## src/rtl/bcd_serial_add_ctrl_pkg.sv

```systemverilog
// Shared constants, FSM state type, debug view and the per-digit BCD add rule
// used by the serial BCD adder controller.
package bcd_pkg;

  localparam int         BCD_DIGIT_W = 4;
  localparam logic [3:0] BCD_CORR    = 4'd6;
  localparam logic [3:0] BCD_MAX     = 4'd9;
  localparam int         DBG_IDX_W   = 8;

  typedef enum logic [1:0] {
    IDLE = 2'd0,
    RUN  = 2'd1,
    DONE = 2'd2
  } bcd_ctrl_state_t;

  typedef struct packed {
    bcd_ctrl_state_t        state;
    logic [DBG_IDX_W-1:0]   idx;
  } bcd_ctrl_dbg_t;

  // One BCD digit add: returns {decimal_carry, digit}. The correction wraps mod 16,
  // so illegal input digits still produce a deterministic 4-bit result.
  function automatic logic [BCD_DIGIT_W:0] bcd_digit_add(
    input logic [BCD_DIGIT_W-1:0] a,
    input logic [BCD_DIGIT_W-1:0] b,
    input logic                   cin
  );
    logic [BCD_DIGIT_W:0]   s;
    logic                   dc;
    logic [BCD_DIGIT_W-1:0] d;
    s  = {1'b0, a} + {1'b0, b} + {{BCD_DIGIT_W{1'b0}}, cin};
    dc = s[4] | (s[3] & s[2]) | (s[3] & s[1]);
    d  = dc ? (s[3:0] + BCD_CORR) : s[3:0];
    return {dc, d};
  endfunction

endpackage

```

## src/rtl/bcd_serial_add_ctrl_if.sv

```systemverilog
// Request/response bundle of the serial BCD adder controller.
// Both sides use valid/ready: a transfer happens on a rising clk edge where valid && ready.
interface bcd_serial_add_ctrl_if #(
  parameter int DIGITS = 8
);
  logic                  in_valid;
  logic                  in_ready;
  logic [4*DIGITS-1:0]   in_a;
  logic [4*DIGITS-1:0]   in_b;
  logic                  in_cin;
  logic                  out_valid;
  logic                  out_ready;
  logic [4*DIGITS-1:0]   out_sum;
  logic                  out_cout;
  logic                  out_err;

  modport master (
    output in_valid, in_a, in_b, in_cin, out_ready,
    input  in_ready, out_valid, out_sum, out_cout, out_err
  );

  modport slave (
    input  in_valid, in_a, in_b, in_cin, out_ready,
    output in_ready, out_valid, out_sum, out_cout, out_err
  );
endinterface

```

## src/rtl/bcd_serial_add_ctrl_byte_add.sv

```systemverilog
// Combinational 2-digit packed-BCD adder slice; the low digit's decimal carry
// feeds the high digit, whose decimal carry is the slice carry-out.
module bcd_byte_add
  import bcd_pkg::*;
(
  input  logic [7:0] a,
  input  logic [7:0] b,
  input  logic       cin,
  output logic [7:0] sum,
  output logic       cout
);

  logic [BCD_DIGIT_W:0] lo;
  logic [BCD_DIGIT_W:0] hi;

  always_comb begin
    lo   = bcd_digit_add(a[3:0], b[3:0], cin);
    hi   = bcd_digit_add(a[7:4], b[7:4], lo[BCD_DIGIT_W]);
    sum  = {hi[3:0], lo[3:0]};
    cout = hi[BCD_DIGIT_W];
  end

endmodule

```

## src/rtl/bcd_serial_add_ctrl.sv

```systemverilog
// Serial packed-BCD adder controller: streams a wide BCD addition through one
// 2-digit slice, least-significant byte first, with valid/ready on both sides.
module bcd_serial_add_ctrl
  import bcd_pkg::*;
#(
  parameter int DIGITS = 8
) (
  input  logic                   clk,
  input  logic                   rst_n,
  bcd_serial_add_ctrl_if.slave   bus,
  output bcd_ctrl_dbg_t          dbg
);

  localparam int W  = 4 * DIGITS;
  localparam int NB = DIGITS / 2;
  localparam int IW = (NB > 1) ? $clog2(NB) : 1;
  localparam logic [IW-1:0] LAST_IDX = IW'(NB - 1);

  bcd_ctrl_state_t state_q, state_d;
  logic [IW-1:0]   idx_q, idx_d;
  logic [W-1:0]    a_q, a_d;
  logic [W-1:0]    b_q, b_d;
  logic            carry_q, carry_d;
  logic [W-1:0]    sum_q, sum_d;
  logic            err_q, err_d;
  logic [W-1:0]    out_sum_q, out_sum_d;
  logic            out_cout_q, out_cout_d;
  logic            out_err_q, out_err_d;

  logic [7:0]      slice_a, slice_b, slice_sum;
  logic            slice_cout;
  logic            in_bad;
  int unsigned     base;

  bcd_byte_add u_slice (
    .a    (slice_a),
    .b    (slice_b),
    .cin  (carry_q),
    .sum  (slice_sum),
    .cout (slice_cout)
  );

  // Byte lane currently being added.
  always_comb begin
    base    = 8 * int'(idx_q);
    slice_a = a_q[base +: 8];
    slice_b = b_q[base +: 8];
  end

  always_comb begin
    in_bad = 1'b0;
    for (int i = 0; i < DIGITS; i++) begin
      if (bus.in_a[4*i +: 4] > BCD_MAX || bus.in_b[4*i +: 4] > BCD_MAX) begin
        in_bad = 1'b1;
      end
    end
  end

  always_comb begin
    state_d    = state_q;
    idx_d      = idx_q;
    a_d        = a_q;
    b_d        = b_q;
    carry_d    = carry_q;
    sum_d      = sum_q;
    err_d      = err_q;
    out_sum_d  = out_sum_q;
    out_cout_d = out_cout_q;
    out_err_d  = out_err_q;
    case (state_q)
      IDLE: begin
        if (bus.in_valid) begin
          a_d     = bus.in_a;
          b_d     = bus.in_b;
          carry_d = bus.in_cin;
          idx_d   = '0;
          sum_d   = '0;
          err_d   = in_bad;
          state_d = RUN;
        end
      end
      RUN: begin
        sum_d[base +: 8] = slice_sum;
        carry_d          = slice_cout;
        if (idx_q == LAST_IDX) begin
          // Result registers take the merged sum including this final byte.
          state_d    = DONE;
          idx_d      = '0;
          out_sum_d  = sum_d;
          out_cout_d = slice_cout;
          out_err_d  = err_q;
        end else begin
          idx_d = idx_q + 1'b1;
        end
      end
      DONE: begin
        if (bus.out_ready) begin
          state_d = IDLE;
        end
      end
      default: state_d = IDLE;
    endcase
  end

  always_ff @(posedge clk or negedge rst_n) begin
    if (!rst_n) begin
      state_q    <= IDLE;
      idx_q      <= '0;
      a_q        <= '0;
      b_q        <= '0;
      carry_q    <= 1'b0;
      sum_q      <= '0;
      err_q      <= 1'b0;
      out_sum_q  <= '0;
      out_cout_q <= 1'b0;
      out_err_q  <= 1'b0;
    end else begin
      state_q    <= state_d;
      idx_q      <= idx_d;
      a_q        <= a_d;
      b_q        <= b_d;
      carry_q    <= carry_d;
      sum_q      <= sum_d;
      err_q      <= err_d;
      out_sum_q  <= out_sum_d;
      out_cout_q <= out_cout_d;
      out_err_q  <= out_err_d;
    end
  end

  assign bus.in_ready  = (state_q == IDLE);
  assign bus.out_valid = (state_q == DONE);
  assign bus.out_sum   = out_sum_q;
  assign bus.out_cout  = out_cout_q;
  assign bus.out_err   = out_err_q;

  assign dbg.state = state_q;
  assign dbg.idx   = DBG_IDX_W'(idx_q);

endmodule
```

## src/flat_wrapper.sv

```systemverilog
// flat-port wrapper written by rule: the top's interface ports become plain ports
module bcd_serial_add_ctrl_flat import bcd_pkg::*;
#(
  parameter int DIGITS = 8
)
  (clk, rst_n, dbg, bus_in_valid, bus_in_a, bus_in_b, bus_in_cin, bus_out_ready, bus_in_ready, bus_out_valid, bus_out_sum, bus_out_cout, bus_out_err);
  bcd_serial_add_ctrl_if #(.DIGITS(DIGITS)) bus_i ();
  input  logic clk;
  input  logic rst_n;
  output bcd_ctrl_dbg_t dbg;
  input wire logic [$bits(bus_i.in_valid)-1:0] bus_in_valid;
  input wire logic [$bits(bus_i.in_a)-1:0] bus_in_a;
  input wire logic [$bits(bus_i.in_b)-1:0] bus_in_b;
  input wire logic [$bits(bus_i.in_cin)-1:0] bus_in_cin;
  input wire logic [$bits(bus_i.out_ready)-1:0] bus_out_ready;
  output wire logic [$bits(bus_i.in_ready)-1:0] bus_in_ready;
  output wire logic [$bits(bus_i.out_valid)-1:0] bus_out_valid;
  output wire logic [$bits(bus_i.out_sum)-1:0] bus_out_sum;
  output wire logic [$bits(bus_i.out_cout)-1:0] bus_out_cout;
  output wire logic [$bits(bus_i.out_err)-1:0] bus_out_err;
  assign bus_i.in_valid = bus_in_valid;
  assign bus_i.in_a = bus_in_a;
  assign bus_i.in_b = bus_in_b;
  assign bus_i.in_cin = bus_in_cin;
  assign bus_i.out_ready = bus_out_ready;
  assign bus_in_ready = bus_i.in_ready;
  assign bus_out_valid = bus_i.out_valid;
  assign bus_out_sum = bus_i.out_sum;
  assign bus_out_cout = bus_i.out_cout;
  assign bus_out_err = bus_i.out_err;
  bcd_serial_add_ctrl #(.DIGITS(DIGITS)) u_core (.clk(clk), .rst_n(rst_n), .bus(bus_i), .dbg(dbg));
endmodule
```

## config.mk

```make
export PLATFORM = sky130hd
export DESIGN_NAME = bcd_serial_add_ctrl_flat
export DESIGN_NICKNAME = d
export VERILOG_FILES = /design/src/rtl/bcd_serial_add_ctrl_pkg.sv /design/src/rtl/bcd_serial_add_ctrl_if.sv /design/src/rtl/bcd_serial_add_ctrl_byte_add.sv /design/src/rtl/bcd_serial_add_ctrl.sv /design/src/flat_wrapper.sv
export SDC_FILE = /design/constraint.sdc
export NUM_CORES = 1
export LEC_CHECK = 0
export BUFFER_PORTS_ARGS = -buffer_cell sky130_fd_sc_hd__buf_2
export CAP_MARGIN = 30
export CELL_PAD_IN_SITES_DETAIL_PLACEMENT = 2
export CELL_PAD_IN_SITES_GLOBAL_PLACEMENT = 2
export CORE_ASPECT_RATIO = 2
export CORE_MARGIN = 1.5
export CORE_UTILIZATION = 32
export DETAILED_ROUTE_END_ITERATION = 10
export PLACE_DENSITY_LB_ADDON = 0.1
export SETUP_SLACK_MARGIN = 0.5
export SYNTH_ARGS = -nofsm -noshare
export SYNTH_HDL_FRONTEND = slang
export SYNTH_SLANG_ARGS = --single-unit
```

## constraint.sdc

```tcl
create_clock -name clk -period 4.8 [get_ports clk]
set_input_delay 0.96 -clock clk [delete_from_list [all_inputs] [get_ports clk]]
set_output_delay 0.96 -clock clk [all_outputs]
set_load 0.02 [all_outputs]
```

==> results.yml, run 1 <==
status:
  outcome: "finished clean"
yosys:
  synth_top_family_by_area: "simple AND/OR/NAND/NOR gates"
  muxShareOfSynthArea_pct: 6.48
  yosys.area_share.xor_xnor_pct: 0.374
  synth_flop_cell: "dfrtp_1"
  syn_inst: 695
  synth-warning-count: 0
  synth_edf_count: 0
  synth_fa_ha_area_share_pct: 3.81
  synth_area_sq_mm: 0.00670
  synth_compound_area_share_pct: 13.9
  synth_cell_types: 61
  ys_ff_latch: 136
  yosysSeqAreaShare_pct: 50.8
  async_flop_share_pct: 100
  synth_area_per_cell_sq_um: 9.63
  synth.area.top_cells: "dfrtp_1 51%, nand2_1 13%, mux4_2 5.4%, o21ai_0 3.5%, ha_1 2.6%"
  synth-simple-area-share_pct: 20.9
  yosys.area.top_type: "dfrtp_1"
  netlist.area_leader.share_pct: 50.8
critical_path:
  start_kind: "flop"
  crit_top_cell: "fa_2"
  arrival_ps: 4450
  worstPathMaxFanout: 8
  rr_endpoint: "u_core.sum_q[15]"
  crit_slowest_cell: "mux4_2"
  regToRegSetupSlack_ps: 670
  r2r_cells: 14
  path_cells: "mux4_2 > fa_2 > inv_1 > fa_2 > nand2_1 > a21oi_2 > fa_2 > fa_2 > xor2_4 > ha_1 > a21o_1 > mux2i_4 > buf_12 > o21ai_1"
  timing.rr.start: "u_core.idx_q[0]"
  cp.required_ps: 5110
  cp-end-kind: "flop"
  path_class: "flop to flop"
  cpPeakStageDelay_ps: 560
sta:
  fin_tns_setup_ps: 0
  rsz0062_at_grt: "true"
  clock_skew_ps: 9.02
  worst_slew_pin_slew_ps: 905
  hold_violations: 0
  finalCritPeriodShare_pct: 86.1
  relSlewSlack_pct: 39.7
  setup_viol: 0
  min_period_ps: 4130
  slew_violations: 0
  hold_ws_ps: 475
  max_freq_ghz: 0.242
final_layout:
  layout_commonest_cell: "nand2_1"
  area_growth_pct: 23.7
  most-common-layout-cells: "239 x nand2_1, 135 x dfrtp_1, 107 x buf_2, 41 x o21ai_0, 26 x o21ai_1"
  drive_gt1_share_pct: 25.8
  fin_nets: 894
  fin_util_pct: 40.5
  antenna_cells: 0
floorplanning:
  core.rowCount: 74
  die_h_microns: 208
  die_area_sq_mm: 0.0219
  start_util_pct: 32.7
  coreArea_sq_mm: 0.0205
  io_pins: 115
  die_w_microns: 105
clock_tree:
  clkTransAtPathRegs_ps: 60
  clock_latency_ps: 440
  cts_buffers: 17
  cts_tree: "built"
  clockBufferDepth: 2
  postCtsHoldBufs: 0
  root_buffer: "clkbuf_16"
  clock-sinks: 136
  cts_max_level: 4
global_routing:
  grt_max_degree: 70
  groute.usage.overall_pct: 22.9
  grt_pass1_wl_mm: 37.7
  grt_overflow_total: 0
  antenna_found_initial: 1
  grt_pass1_vias: 6663
worst_hold_path:
  hp-start: "u_core.a_q[23]"
  hold_end: "u_core.a_q[23]"
  hold_class: "flop to flop"
  worstHoldPathCells: 2
detailed_routing:
  vias: 5593
  wl_per_cell_microns: 21.7
  drtIter0Drc: 166
  avgViaCountPerCell: 5.15
  dr.pass1.iters: 4
  drc: 0
  drtAntennaViolNets: 0
  drt-total-wl_mm: 23.6
place:
  place_congestion: 0.843
  place_hpwl_mm: 17.7
  numPortBuffers: 108
job:
  max_cap_viol_count: 0
==> through the flow <==
step / setup slack [ps] / std cells / cell area, sq um
final: 666 / 1085 / 8280
after global routing: 453 / 1085 / 8280
after CTS: 502 / 1081 / 8140
after detailed placement: 396 / 1049 / 7520
after global placement: 641 / 1049 / 7520
after floorplan: 511 / 700 / 6760
==> layout make-up <==
type                       count  area [sq um]
inverter                      18          67.6
multi-input combinational    511          3210
timing repair buffer         123           684
sequential                   136          3400
fill                        2266         12200
tap                          266           333
clock inverter                14           158
clock buffer                  17           425
==> repair_timing <==
| item | in CTS | in global routing |
|---|---|---|
| buffers inserted | 1 | 4 |
| setup endpoints to repair | 10 | 26 |
| pin swaps | 4 | 9 |
| gates resized for setup | 5 | 20 |
==> routing by layer <==
layer  wire length (microns)  global-route usage (%)  vias to the layer above
li1                        -                       -                     2589
met3                     605                    3.70                       39
met2                   13800                    45.4                      113
met5                      13                       0                        -
met4                     767                    10.2                        2
met1                    8400                    22.4                     2850
==> cells by family after synthesis <==
kind of cell    after synthesis
flops                       136
other cells                   1
simple gates                321
compound gates              143
fa+ha+maj                    18
xor+xnor                      2
buf+inv                      53
mux                          21
==> cell usage after synthesis (2+ instances only) <==
master,n
and2b_1,2
a32oi_1,4
fa_1,4
inv_1,18
a22oi_1,3
nand4_1,5
mux2_2,2
o31ai_1,7
o21ai_1,21
a21o_1,5
buf_2,13
a22o_1,9
mux4_2,16
nand3_1,4
nand2_1,240
nor4b_2,2
nor3_1,3
ha_1,14
a21oi_2,4
and3_1,23
or2_1,2
buf_1,4
o21ai_0,47
clkbuf_1,10
a21oi_1,25
nor2_1,19
nand2b_1,3
buf_4,8
dfrtp_1,136
and2_1,7
a221oi_1,5
==> how the worst max path moves through the flow <==
stage | start | endpoint | slack [ps]
floorplan | u_core.idx_q[0] | u_core.bus.out_sum[15] | 510
global placement | u_core.idx_q[0] | u_core.bus.out_sum[15] | 640
detailed placement | u_core.idx_q[0] | u_core.bus.out_sum[13] | 400
CTS | u_core.idx_q[0] | u_core.sum_q[29] | 500
global route | u_core.idx_q[0] | u_core.sum_q[29] | 450
finish | u_core.idx_q[0] | u_core.sum_q[15] | 670
==> registers in the layout (all words and copies together) (netlist names) <==
name	cells
u_core.bus.out_err	1
u_core.sum_q	32
u_core.bus.out_cout	1
u_core.state_q	2
u_core.a_q	32
u_core.err_q	1
u_core.carry_q	1
u_core.b_q	32
u_core.idx_q	2
u_core.bus.out_sum	32
==> worst max-delay path, delay by kind of cell (launching register included) <==
| family | cells | cell delay [ps] |
|---|---|---|
| AO/OA/AOI/OAI | 3 | 350 |
| XOR/XNOR | 1 | 190 |
| adder cells (fa/ha/maj) | 5 | 1890 |
| buffers and inverters | 2 | 240 |
| flip-flops | 1 | 480 |
| multiplexers | 2 | 730 |
| AND/OR/NAND/NOR | 1 | 120 |
Power of run 1 is left out: the tool's default activity adds up to more than one toggle a clock period on the data nets, which glitch-free logic cannot reach.
==> run 2: changes to the inputs <==
Settings changed: SYNTH_HIERARCHICAL set to 1, TNS_END_PERCENT set to 10.
==> results.yml, run 2 <==
floorplanning:
  die_w_microns: 106
  start_util_pct: 32.4
  io_pins: 115
  core.rowCount: 75
  coreArea_sq_mm: 0.0208
  die_h_microns: 208
  die_area_sq_mm: 0.0220
critical_path:
  path_buf_inv: 4
  cp.depth: 15
  cp-end-kind: "flop"
  worstPathMaxFanout: 7
  regToRegSetupSlack_ps: 420
  start_kind: "flop"
  cp-startpoint: "u_core/idx_q[0]"
  path_class: "flop to flop"
  cpPeakStageDelay_ps: 530
  timing.rr.start: "u_core/idx_q[0]"
  critical_path.top_delay_family: "adder cells"
  crit_top_cell: "fa_2"
  cp.required_ps: 5130
  r2r_cells: 15
  crit_slowest_cell: "dfrtp_4"
  arrival_ps: 4710
  path_cells: "mux4_2 > inv_2 > fa_2 > fa_2 > xor2_2 > nand2_1 > a21o_1 > fa_2 > inv_2 > fa_2 > ha_2 > a32oi_1 > buf_4 > buf_4 > a22o_1"
final_layout:
  fillerInstances: 2372
  drive_gt1_share_pct: 27.7
  multi_input_area_sq_mm: 0.00317
  fin_nets: 901
  antenna_cells: 0
  layout_commonest_cell: "nand2_1"
  area_growth_pct: 23.6
  most-common-layout-cells: "235 x nand2_1, 135 x dfrtp_1, 107 x buf_2, 44 x o21ai_0, 38 x nor2b_1"
  seq_area_sq_mm: 0.00341
detailed_routing:
  drtIter0Drc: 171
  drt-total-wl_mm: 21.6
  drtAntennaViolNets: 0
  dr.pass1.iters: 4
  vias: 5482
  drc: 0
  wl_per_cell_microns: 19.7
  avgViaCountPerCell: 5.00
clock_tree:
  root_buffer: "clkbuf_16"
  cts_buffers: 17
  cts_tree: "built"
  clkTransAtPathRegs_ps: 60
  clockBufferDepth: 2
  cts_max_level: 4
  clock-sinks: 136
  clock_latency_ps: 440
global_routing:
  grt_pass1_wl_mm: 35.1
  grt_max_degree: 70
  groute.usage.overall_pct: 20.8
  grt_pass1_vias: 6363
  antenna_found_initial: 1
  grt_overflow_total: 0
sta:
  hold_violations: 0
  fin_tns_setup_ps: 0
  setup_viol: 0
  clock_skew_ps: 8.90
  finalCritPeriodShare_pct: 91.2
  worst_slew_pin_slew_ps: 714
  rsz0062_at_grt: "true"
  slew_violations: 0
  max_freq_ghz: 0.228
  relSlewSlack_pct: 52.4
  min_period_ps: 4380
yosys:
  synth_area_sq_mm: 0.00675
  async_flop_share_pct: 100
  synth-warning-count: 6
  yosys.area.top_type: "dfrtp_1"
  synth_cell_types: 48
  yosysSeqAreaShare_pct: 50.5
  ys_ff_latch: 136
  yosysMostFrequentCell: "nand2_1"
  yosys.area_share.xor_xnor_pct: 0.519
  synth_area_per_cell_sq_um: 9.64
  syn_inst: 700
  synth-simple-area-share_pct: 20.3
  synth_top_family_by_area: "simple AND/OR/NAND/NOR gates"
  synth_flop_cell: "dfrtp_1"
  synth_fa_ha_area_share_pct: 3.78
  muxShareOfSynthArea_pct: 6.46
  synth.area.top_cells: "dfrtp_1 50%, nand2_1 13%, mux4_2 5.3%, a22o_1 4.2%, o21ai_0 3.9%"
  synth_edf_count: 0
  synth_compound_area_share_pct: 13.8
  netlist.area_leader.share_pct: 50.5
  synthTopCellsByCount: "237 x nand2_1, 136 x dfrtp_1, 53 x o21ai_0, 40 x nor2b_1, 35 x a21oi_1"
place:
  numPortBuffers: 108
  place_congestion: 0.785
  place_hpwl_mm: 15.6
worst_hold_path:
  hold_class: "input port to asynchronous set/reset pin"
job:
  max_cap_viol_count: 0
status:
  outcome: "finished clean"
## run 2: cell count changes after synthesis, moves of 6 or more
cell     previous run  this run
o21ai_0            47        53
nor2_1             19         9
and3_1             23         0
nor2b_1             1        40
buf_2              13        20
o21ai_1            21         0
a21oi_1            25        35
a22o_1              9        32
## run 2: worst register-to-register path, delay by kind of cell (launching register included)
| family | cells | cell delay, ps |
|---|---|---|
| AOI/OAI and AO/OA | 3 | 510 |
| xor gates and xnor gates | 1 | 200 |
| adders and majority gates | 5 | 2080 |
| buffers and inverters | 4 | 470 |
| DFF | 1 | 530 |
| muxes | 1 | 360 |
| and+or+nand+nor | 1 | 110 |
## run 2: layout make-up
class | count | share of cell area [%]
Tap cell | 269 | 4.04
Timing Repair Buffer | 138 | 9.50
Sequential cell | 136 | 40.9
Clock buffer | 25 | 6.18
Clock inverter | 7 | 0.781
Inverter | 14 | 0.630
Multi-Input combinational cell | 507 | 38.0
## run 2: path summary, 6_finish.rpt
| kind | end |
|---|---|
| worst max-delay path | u_core/sum_q[30] |
| worst max register to register | u_core/sum_q[30] |
| worst min register to register | u_core/b_q[29] |
| worst min-delay path | u_core/bus.out_sum[18] |
| min in group clk | u_core/b_q[29] |
| max in group asynchronous | u_core/b_q[26] |
## run 2: metal layers
metal  vias to the layer above  wire length (microns)  GRT usage [%]
li1                       2577                      -              -
met1                      2775                   8020           22.0
met2                       103                  12600           40.7
met3                        25                    588           3.16
met4                         2                    371           7.32
met5                         -                      7              0
## run 2: repair_timing
action | CTS | global route
setup buffers | 11 | 6
setup endpoints to repair | 24 | 24
hold buffers | 0 | 0
pin swaps | 7 | 10
gates resized for setup | 13 | 24
gates cloned | 0 | 0
## run 2: kinds of logic (layout without fill, tap and decap cells)
logic type / after synthesis / after routing
compound gates: 145 / 145
xor+xnor: 4 / 4
fa+ha+maj: 18 / 18
buf+inv: 62 / 184
flops: 136 / 136
mux: 23 / 23
other cells: 1 / 6
simple gates: 311 / 311
## run 2: through the flow
stage | instance area, sq um | setup slack (ps) | utilization, % | hold slack, ps | cells
floorplan | 6800 | 505 | - | 440 | 705
global placement | 7510 | 272 | 36.0 | 455 | 1046
detailed placement | 7530 | 121 | 36.1 | 461 | 1047
CTS | 8250 | 503 | 39.6 | 476 | 1090
global route | 8340 | 271 | 40.0 | 498 | 1096
finish | 8340 | 423 | 40.0 | 472 | 1096
Power of run 2 is left out for the same reason.
